### config.mk
export PLATFORM = sky130hd
export DESIGN_NAME = credential_entry_flat
export DESIGN_NICKNAME = d
export VERILOG_FILES = /design/src/rtl/credential_entry_if.sv /design/src/rtl/credential_entry.sv /design/src/flat_wrapper.sv
export SDC_FILE = /design/constraint.sdc
export NUM_CORES = 1
export LEC_CHECK = 0
export BUFFER_PORTS_ARGS = -buffer_cell sky130_fd_sc_hd__buf_2
export CORE_ASPECT_RATIO = 1.75
export CORE_UTILIZATION = 64
export CTS_CLUSTER_DIAMETER = 50
export DETAILED_ROUTE_END_ITERATION = 7
export GPL_TIMING_DRIVEN = 0
export PLACE_DENSITY_LB_ADDON = 0.1
export SETUP_SLACK_MARGIN = 0.15
export SLEW_MARGIN = 20
export SYNTH_ARGS = -nofsm -noshare
export SYNTH_HDL_FRONTEND = slang
export SYNTH_SLANG_ARGS = --single-unit
### constraint.sdc
create_clock -name clk_100 -period 7.8 [get_ports clk_100]
set_input_delay 1.56 -clock clk_100 [delete_from_list [all_inputs] [get_ports clk_100]]
set_output_delay 1.56 -clock clk_100 [all_outputs]
set_load 0.01 [all_outputs]
### src/rtl/credential_entry_if.sv
// Signal bundle between the button front end and its surroundings:
// raw buttons and verifier result in, edited credentials and status out.
interface credential_entry_if;
   logic        left_button;
   logic        right_button;
   logic        up_button;
   logic        down_button;
   logic        center_button;
   logic        valid;
   logic [63:0] username;
   logic [63:0] password;
   logic [2:0]  cursor;
   logic [3:0]  fail_count;
   logic [3:0]  leds;

   modport master (
      output left_button, right_button, up_button, down_button, center_button, valid,
      input  username, password, cursor, fail_count, leds
   );

   modport slave (
      input  left_button, right_button, up_button, down_button, center_button, valid,
      output username, password, cursor, fail_count, leds
   );
endinterface

### src/rtl/credential_entry.sv
// Debounced five-button credential editor: edits an 8-char username and password,
// submits them to the verifier and runs the grant/deny/lockout sequence.
module credential_entry #(
   parameter int unsigned DEBOUNCE_CYCLES = 1_000_000,
   parameter int unsigned MAX_FAILS       = 3,
   parameter int unsigned LOCKOUT_CYCLES  = 500_000_000
) (
   input logic              clk_100,
   input logic              rst_n,
   credential_entry_if.slave bus
);

   localparam int DB_W = $clog2(DEBOUNCE_CYCLES + 1);
   localparam int LK_W = $clog2(LOCKOUT_CYCLES + 1);
   localparam logic [63:0] BLANK = {8{8'h20}};

   typedef enum logic [2:0] {USER, PASS, CHECK, GRANTED, DENIED, LOCKED} state_t;

   // Button bit order doubles as the action priority: center, up, down, left, right.
   logic [4:0]      raw;
   logic [4:0]      sync_a;
   logic [4:0]      sync_b;
   logic [4:0]      level;
   logic [4:0]      press;
   logic [DB_W-1:0] db_cnt [5];

   state_t          state;
   logic [63:0]     user_q;
   logic [63:0]     pass_q;
   logic [2:0]      cursor_q;
   logic [3:0]      fail_q;
   logic [3:0]      leds_q;
   logic [LK_W-1:0] lock_cnt;
   logic [5:0]      sel_lsb;
   logic [7:0]      user_char;
   logic [7:0]      pass_char;

   function automatic logic [7:0] char_up(input logic [7:0] c);
      return (c == 8'h7E) ? 8'h20 : c + 8'd1;
   endfunction

   function automatic logic [7:0] char_down(input logic [7:0] c);
      return (c == 8'h20) ? 8'h7E : c - 8'd1;
   endfunction

   assign raw = {bus.center_button, bus.up_button, bus.down_button,
                 bus.left_button, bus.right_button};

   // Char 0 lives in the top byte, so the byte offset is the inverted cursor.
   assign sel_lsb   = {~cursor_q, 3'b000};
   assign user_char = user_q[sel_lsb +: 8];
   assign pass_char = pass_q[sel_lsb +: 8];

   always_ff @(posedge clk_100) begin
      if (!rst_n) begin
         sync_a <= '0;
         sync_b <= '0;
         level  <= '0;
         press  <= '0;
         for (int i = 0; i < 5; i++) db_cnt[i] <= '0;
      end else begin
         sync_a <= raw;
         sync_b <= sync_a;
         press  <= '0;
         for (int i = 0; i < 5; i++) begin
            if (sync_b[i] == level[i]) begin
               db_cnt[i] <= '0;
            end else if (db_cnt[i] == DB_W'(DEBOUNCE_CYCLES - 1)) begin
               db_cnt[i] <= '0;
               level[i]  <= sync_b[i];
               press[i]  <= sync_b[i];
            end else begin
               db_cnt[i] <= db_cnt[i] + DB_W'(1);
            end
         end
      end
   end

   always_ff @(posedge clk_100) begin
      if (!rst_n) begin
         state    <= USER;
         user_q   <= BLANK;
         pass_q   <= BLANK;
         cursor_q <= '0;
         fail_q   <= '0;
         leds_q   <= '0;
         lock_cnt <= '0;
      end else begin
         case (state)
            USER, PASS: begin
               if (press[4]) begin
                  if (state == USER) begin
                     state    <= PASS;
                     cursor_q <= '0;
                     leds_q   <= 4'b0001;
                  end else begin
                     state  <= CHECK;
                     leds_q <= 4'b0000;
                  end
               end else if (press[3]) begin
                  if (state == USER) user_q[sel_lsb +: 8] <= char_up(user_char);
                  else               pass_q[sel_lsb +: 8] <= char_up(pass_char);
               end else if (press[2]) begin
                  if (state == USER) user_q[sel_lsb +: 8] <= char_down(user_char);
                  else               pass_q[sel_lsb +: 8] <= char_down(pass_char);
               end else if (press[1]) begin
                  cursor_q <= cursor_q - 3'd1;
               end else if (press[0]) begin
                  cursor_q <= cursor_q + 3'd1;
               end
            end
            CHECK: begin
               if (bus.valid) begin
                  state  <= GRANTED;
                  fail_q <= '0;
                  leds_q <= 4'b0010;
               end else if ({1'b0, fail_q} + 5'd1 == 5'(MAX_FAILS)) begin
                  state    <= LOCKED;
                  fail_q   <= 4'(MAX_FAILS);
                  lock_cnt <= '0;
                  leds_q   <= 4'b1000;
               end else begin
                  state  <= DENIED;
                  fail_q <= fail_q + 4'd1;
                  leds_q <= 4'b0100;
               end
            end
            GRANTED: begin
               if (press[4]) begin
                  state    <= USER;
                  pass_q   <= BLANK;
                  cursor_q <= '0;
                  leds_q   <= 4'b0000;
               end
            end
            DENIED: begin
               if (press[4]) begin
                  state    <= PASS;
                  pass_q   <= BLANK;
                  cursor_q <= '0;
                  leds_q   <= 4'b0001;
               end
            end
            LOCKED: begin
               if (lock_cnt == LK_W'(LOCKOUT_CYCLES - 1)) begin
                  state    <= USER;
                  fail_q   <= '0;
                  pass_q   <= BLANK;
                  cursor_q <= '0;
                  leds_q   <= 4'b0000;
               end else begin
                  lock_cnt <= lock_cnt + LK_W'(1);
               end
            end
            default: begin
               state  <= USER;
               leds_q <= 4'b0000;
            end
         endcase
      end
   end

   assign bus.username   = user_q;
   assign bus.password   = pass_q;
   assign bus.cursor     = cursor_q;
   assign bus.fail_count = fail_q;
   assign bus.leds       = leds_q;

endmodule

### src/flat_wrapper.sv
// flat-port wrapper written by rule: the top's interface ports become plain ports
module credential_entry_flat 
#(
   parameter int unsigned DEBOUNCE_CYCLES = 1_000_000,
   parameter int unsigned MAX_FAILS       = 3,
   parameter int unsigned LOCKOUT_CYCLES  = 500_000_000
)
  (clk_100, rst_n, bus_left_button, bus_right_button, bus_up_button, bus_down_button, bus_center_button, bus_valid, bus_username, bus_password, bus_cursor, bus_fail_count, bus_leds);
  credential_entry_if bus_i ();
  input logic clk_100;
  input logic rst_n;
  input wire logic [$bits(bus_i.left_button)-1:0] bus_left_button;
  input wire logic [$bits(bus_i.right_button)-1:0] bus_right_button;
  input wire logic [$bits(bus_i.up_button)-1:0] bus_up_button;
  input wire logic [$bits(bus_i.down_button)-1:0] bus_down_button;
  input wire logic [$bits(bus_i.center_button)-1:0] bus_center_button;
  input wire logic [$bits(bus_i.valid)-1:0] bus_valid;
  output wire logic [$bits(bus_i.username)-1:0] bus_username;
  output wire logic [$bits(bus_i.password)-1:0] bus_password;
  output wire logic [$bits(bus_i.cursor)-1:0] bus_cursor;
  output wire logic [$bits(bus_i.fail_count)-1:0] bus_fail_count;
  output wire logic [$bits(bus_i.leds)-1:0] bus_leds;
  assign bus_i.left_button = bus_left_button;
  assign bus_i.right_button = bus_right_button;
  assign bus_i.up_button = bus_up_button;
  assign bus_i.down_button = bus_down_button;
  assign bus_i.center_button = bus_center_button;
  assign bus_i.valid = bus_valid;
  assign bus_username = bus_i.username;
  assign bus_password = bus_i.password;
  assign bus_cursor = bus_i.cursor;
  assign bus_fail_count = bus_i.fail_count;
  assign bus_leds = bus_i.leds;
  credential_entry #(.DEBOUNCE_CYCLES(DEBOUNCE_CYCLES), .MAX_FAILS(MAX_FAILS), .LOCKOUT_CYCLES(LOCKOUT_CYCLES)) u_core (.clk_100(clk_100), .rst_n(rst_n), .bus(bus_i));
endmodule
==> impl_metrics.tcl, run 1 <==
set metrics [dict create \
    synth_edf_count 100 \
    post-route-min-period_ps 3710 \
    p_switching_uw 655 \
    clock_path_buffers 3 \
    yosys-top-cells-area "dfxtp_1 26%, edfxtp_1 20%, nor2_1 5.7%" \
    timing.fmax_ghz 0.269 \
    firstDrtPassIters 5 \
    grt_pass1_wl_mm 65.5 \
    grt_use_total_pct 34.6 \
    p_int_uw 2360 \
    hold_buffers 0 \
    synthSimpleGateAreaFrac_pct 21.9 \
    synth.area.mux_share_pct 7.90 \
    netlist.area_leader.share_pct 25.5 \
    grt_pass1_vias 12807 \
    yosysWarnings 0 \
    syn_inst 1545 \
    cts.repair.resized 0 \
    status "finished clean" \
    layout_setup_ws_ps 4090 \
    antenna_found_initial 1 \
    cts_tree "done" \
    p_seq_share_pct 53.6 \
    min_path_type "flop to flop" \
    startpoint_type "flop" \
    grt_max_degree 16 \
    reg2reg_to "u_core.bus.username[1]" \
    nNetsFinal 1847 \
    r2r_cells 10 \
    synthTopCellsByCount "228 x nor2_1, 191 x dfxtp_1, 137 x nand2_1, 100 x edfxtp_1, 91 x nand3_1" \
    syn2layout_area_growth_pct 15.7 \
    viasPerCell 6.09 \
    setup_viol 0 \
    synth_top_area_cell "dfxtp_1" \
    cts_sinks 291 \
    drt-wirelength-per-cell_um 19.5 \
    rrSetupSlack_ps 4090 \
    synth-seq-area-share_pct 45.6 \
    worst_pin_slew_ps 927 \
    core_um2 22800 \
    synth_area_per_cell_um2 9.69 \
    place.gp.congestion 0.975 \
    rsz0062_at_grt "no" \
    crit_end "u_core.bus.username[1]" \
    maxSlewViolCount 0 \
    rows 73 \
    die_w_um 118 \
    dr_total_vias 13027 \
    drive_above_1_share_pct 15.3 \
    p_clk_share_pct 43.9 \
    htreeDepth 1 \
    drc 0 \
    drt_wl_total_mm 41.7 \
    max_slew_margin_pct 37.9 \
    synth_compound_area_share_pct 12.1 \
    yosys.area_share.adder_pct 1.89 \
    numCtsBuffers 27 \
    worstPathRequired_ps 8270 \
    stdcell_count 2138 \
    synth_ff_type "dfxtp_1" \
    worstPathMaxFanout 11 \
    synth_top_family_by_area "simple AND/OR/NAND/NOR gates" \
    p_leak_uw 0.00669 \
    synth.most_common_cell "nor2_1" \
    end_kind "flop" \
    hpwl_mm 31.0 \
    startpoint "u_core.bus.cursor[1]" \
    die_h_um 204 \
    io_buffers 144 \
    synthArstFlopShare_pct 0 \
    clk_latency_ps 550 \
    hold_depth 1 \
    arrival_ps 4190 \
    placedCellCount 2088 \
    powerDensity_nw_per_um2 174 \
    dieArea_um2 24000 \
    ioPinCount 147 \
    cts-root-buf "clkbuf_16" \
    initial_core_util_pct 65.6 \
    yosys_register_bits 291 \
    drtAntennaViolNets 0 \
    clock_skew_ps 8.54 \
    hold_viol 0 \
    synthXorXnorAreaFrac_pct 7.37 \
    setup_tns_ps 0 \
    post_cts_buffers 0 \
    netlist-cell-type-count 96 \
    ir_drop_mv 0.209 \
    drt_iter0_drc 1127 \
    worst-setup-path-type "flop to flop" \
    cap_violations 0 \
    fin_crit_sh_pct 47.6 \
    r2r-start "u_core.bus.cursor[1]" \
    combPwrFrac_pct 2.6 \
    swShare_pct 21.7 \
    grt_overflow_total 0 \
    netlist_area_um2 15000 \
    cts.clk_slew.worst_paths_ps 70 \
    dp_slack_ps 4150 \
]
==> power by group through the flow <==
stage                     Clock [µW]  Sequential, µW  Combinational (µW)
after floorplan                    0            1640                54.4
after global placement             0            1650                73.5
after detailed placement           0            1650                74.0
after CTS                       1340            1620                75.3
after global routing            1390            1620                85.8
final                           1320            1620                77.3
==> worst min-delay path by stage <==
stage                startpoint               end  slack, ps
2_1_floorplan  u_core.sync_a[0]  u_core.sync_b[0]        410
3_3_place_gp   u_core.sync_a[0]  u_core.sync_b[0]        410
3_5_place_dp   u_core.sync_a[1]  u_core.sync_b[1]        420
4_1_cts        u_core.sync_a[1]  u_core.sync_b[1]        440
5_1_grt        u_core.sync_a[0]  u_core.sync_b[0]        450
6_report       u_core.sync_a[1]  u_core.sync_b[1]        440
==> logic make-up after synthesis <==
kind of cell	after synthesis
flops	291
other cells	1
compound gates	257
xor+xnor	126
buf+inv	102
simple gates	672
fa+ha+maj	22
mux	74
==> metal layers <==
metal | wire, µm | part of all wire (%) | vias to the layer above | track usage (%)
met3 | 2710 | 6.5 | 192 | 5.27
met4 | 3070 | 7.4 | 0 | 25.0
met1 | 15100 | 36 | 6190 | 38.2
met5 | 0 | 0 | - | 0
li1 | - | - | 6060 | -
met2 | 20900 | 50 | 585 | 60.5
==> critical path, cell delays in order (launching register included) <==
cell,delay (ps)
dfxtp_1,700
buf_4,370
inv_1,140
buf_4,260
ha_1,410
nand2b_1,190
or4_1,520
nor2_1,240
clkbuf_1,480
o21ai_0,140
a31oi_1,170
==> state kept, by name (all words and copies together), names as in the netlist, 5 cells and up <==
signal               flops
u_core.sync_a            5
u_core.level             5
u_core.bus.username     64
u_core.lock_cnt         29
u_core.bus.password     64
u_core.db_cnt          100
u_core.press             5
u_core.sync_b            5
==> metrics by stage <==
stage | hold slack, ps | power [µW] | util [%] | area (µm²)
floorplan | 412 | 1700 | - | 15300
global placement | 414 | 1720 | 72.0 | 16400
detailed placement | 420 | 1720 | 72.0 | 16400
CTS | 435 | 3030 | 75.9 | 17300
global route | 446 | 3090 | 75.9 | 17300
finish | 436 | 3020 | 75.9 | 17300
==> area by class of cell <==
cell class	count	area (µm²)
clock buffer	38	800
buffer	64	339
clock inverter	11	82.6
fill	1617	5510
inverter	38	143
sequential	291	6830
timing repair buffer	144	721
multi-input combinational	1251	8040
tap	300	375
antenna	1	2.50
==> placed cells by master (no fill, tap or decap), types with 11 or more instances in the layout <==
cell type	netlist	routed
buf_2	4	148
conb_1	1	100
dfxtp_1	191	191
ha_1	21	21
a22o_1	38	38
a21oi_1	62	62
or3_1	18	18
nor4_1	21	21
inv_1	36	37
nand3_1	91	91
nand4_1	26	26
and3_1	29	29
a21o_1	12	12
mux2i_1	29	29
o211ai_1	12	12
nor3_1	40	39
o22ai_1	18	18
clkbuf_1	40	45
xor2_1	59	59
nor2_1	228	228
and2_1	16	16
clkbuf_16	0	29
nand2_1	137	137
o21ai_1	11	11
xnor2_1	67	67
edfxtp_1	100	100
mux4_2	26	26
o21ai_0	31	31
No activity file was read; power rests on OpenSTA's default activity.
==> inputs of run 2 (changes only) <==
--- a/config.mk
+++ b/config.mk
@@ -7,7 +7,7 @@
 export LEC_CHECK = 0
 export BUFFER_PORTS_ARGS = -buffer_cell sky130_fd_sc_hd__buf_2
 export CORE_ASPECT_RATIO = 1.75
-export CORE_UTILIZATION = 64
+export CORE_UTILIZATION = 54
 export CTS_CLUSTER_DIAMETER = 50
 export DETAILED_ROUTE_END_ITERATION = 7
 export GPL_TIMING_DRIVEN = 0
==> constraint.sdc (replaced) <==
create_clock -name clk_100 -period 3.3 [get_ports clk_100]
set_input_delay 0.66 -clock clk_100 [delete_from_list [all_inputs] [get_ports clk_100]]
set_output_delay 0.66 -clock clk_100 [all_outputs]
set_load 0.01 [all_outputs]
==> run 2 against run 1 <==
- hold slack got worse by 140 ps
- non-clock buffer count grew 7
- largest cell class unchanged
- register-to-register slack got worse by 3900 ps
- first-iteration DRC count decreased by 32%
==> impl_metrics.tcl, run 2 (same netlist as run 1, synthesis figures left out) <==
set metrics [dict create \
    worst-setup-path-type "flop to flop" \
    r2r_cells 9 \
    path_delay_family "simple AND/OR/NAND/NOR gates" \
    core_um2 27200 \
    max_stage_delay_ps 600 \
    dieArea_um2 28400 \
    rows 80 \
    crit_cells 9 \
    grt_use_total_pct 30.3 \
    r2r-start "u_core.bus.cursor[1]" \
    drt_wl_total_mm 42.9 \
    cts_tree "done" \
    rsz0062_at_grt "yes" \
    drt-wirelength-per-cell_um 19.3 \
    largest_register_ffs 100 \
    multi_input_area_um2 8110 \
    htreeDepth 1 \
    die_h_um 222 \
    nNetsFinal 1857 \
    fin_crit_sh_pct 94.5 \
    setup_viol 0 \
    hold_buffers 0 \
    final_cell_area_um2 17700 \
    maxSlewViolCount 0 \
    cap_violations 0 \
    powerDensity_nw_per_um2 420 \
    worstPathMaxFanout 9 \
    hold_viol 0 \
    cts-root-buf "clkbuf_16" \
    grt_overflow_total 0 \
    drc 0 \
    hpwl_mm 31.7 \
    antenna_found_initial 0 \
    antennaDiodeCount 0 \
    status "finished clean" \
    worstPathRequired_ps 3790 \
    min_path_type "input port to flop" \
    finalPower_uw 7440 \
    initial_core_util_pct 55.0 \
    clock_path_buffers 3 \
    rrSetupSlack_ps 180 \
    arrival_ps 3610 \
    viasPerCell 5.81 \
    reg2reg_to "u_core.bus.username[49]" \
    layout_commonest_cell "nor2_1" \
    dr_total_vias 12895 \
    cts_sinks 291 \
    clk_latency_ps 570 \
    clock_skew_ps 14.4 \
    ir_drop_mv 0.457 \
    grt_pass1_vias 12509 \
    max_slew_margin_pct 36.9 \
    grt_pass1_wl_mm 67.2 \
    startpoint_type "flop" \
    cp_num_buf_inv 1 \
    drtAntennaViolNets 0 \
    drt_iter0_drc 769 \
    place.gp.congestion 0.978 \
    io_buffers 144 \
    hold_ws_ps 298 \
    cp_cell_sequence "ha_1 > ha_1 > clkbuf_1 > a31oi_1 > nand2_1 > nor2_1 > nand2_1 > a21o_1 > a21oi_1" \
    worst_pin_slew_ps 943 \
    post-route-min-period_ps 3120 \
    die_w_um 128 \
    p_leak_uw 0.00679 \
    syn2layout_area_growth_pct 18.3 \
    end_kind "flop" \
    timing.fmax_ghz 0.321 \
    grt_max_degree 16 \
    crit_end "u_core.bus.username[49]" \
    startpoint "u_core.bus.cursor[1]" \
    regMostFlops "u_core.db_cnt" \
    n_fill_cell 2357 \
    register_area_um2 6840 \
    crit_slowest_cell "a31oi_1" \
    numCtsBuffers 30 \
    dpl_cell_area_um2 16500 \
    firstDrtPassIters 5 \
    drive_above_1_share_pct 16.4 \
    final_cell_mix "227 x nor2_1, 188 x dfxtp_1, 147 x buf_2" \
    ioPinCount 147 \
    cts.clk_slew.worst_paths_ps 70 \
]
-- run 2: layer usage --
metal / vias up / share of wire (%) / track usage [%]
met2: 483 / 50 / 52.6
li1: 6087 / - / -
met3: 167 / 5.5 / 4.53
met4: 0 / 7.0 / 20.0
met5: - / 0 / 0
met1: 6158 / 37 / 34.0
-- run 2: worst min-delay path by stage --
stage | endpoint | start | depth (start not counted) | slack [ps]
global placement | u_core.sync_b[3] | u_core.sync_a[3] | 1 | 420
global route | u_core.sync_a[1] | bus_left_button | 2 | 290
finish | u_core.sync_a[0] | bus_right_button | 2 | 300
detailed placement | u_core.sync_b[2] | u_core.sync_a[2] | 1 | 430
floorplan | u_core.sync_b[0] | u_core.sync_a[0] | 1 | 410
CTS | u_core.sync_a[0] | bus_right_button | 2 | 280
-- run 2: where the power goes --
part | switching [µW] | internal [µW] | total [µW] | leakage (µW)
logic | 125 | 57.6 | 183 | 0.00372
registers | 58.4 | 3760 | 3820 | 0.00257
clock network | 1500 | 1950 | 3440 | 0.000495
total | 1680 | 5760 | 7440 | 0.00679
-- run 2: through the flow --
step | setup TNS (ps) | setup WS (ps) | util, % | std cells
2_1_floorplan | 0 | 226 | - | 1644
3_3_place_gp | -23300 | -384 | 60.7 | 2157
3_5_place_dp | -21270 | -351 | 60.7 | 2157
4_1_cts | 0 | 168 | 64.7 | 2214
5_1_grt | 0 | 79.5 | 65.1 | 2220
6_report | 0 | 181 | 65.1 | 2220
-- run 2: worst register-to-register path: stages, from the launching register on --
cell and delay [ps]:
dfxtp_4 400, ha_1 210, ha_1 260, clkbuf_1 190, a31oi_1 600, nand2_1 330
nor2_1 530, nand2_1 180, a21o_1 190, a21oi_1 160
-- run 2: timing repair --
action | 4_1_cts | 5_1_grt
pin swaps | 0 | 3
setup endpoints to repair | 128 | 106
gates resized for setup | 18 | 17
buffers inserted | 1 | 6
-- run 2: cell type report --
cell class                      count  share of cell area (%)
Timing Repair Buffer              151                    4.36
Multi-Input combinational cell   1251                    45.8
Clock buffer                       41                    4.89
Buffer                             64                    2.16
Sequential cell                   291                    38.6
Inverter                           38                   0.819
Clock inverter                     15                   0.798
Tap cell                          369                    2.61
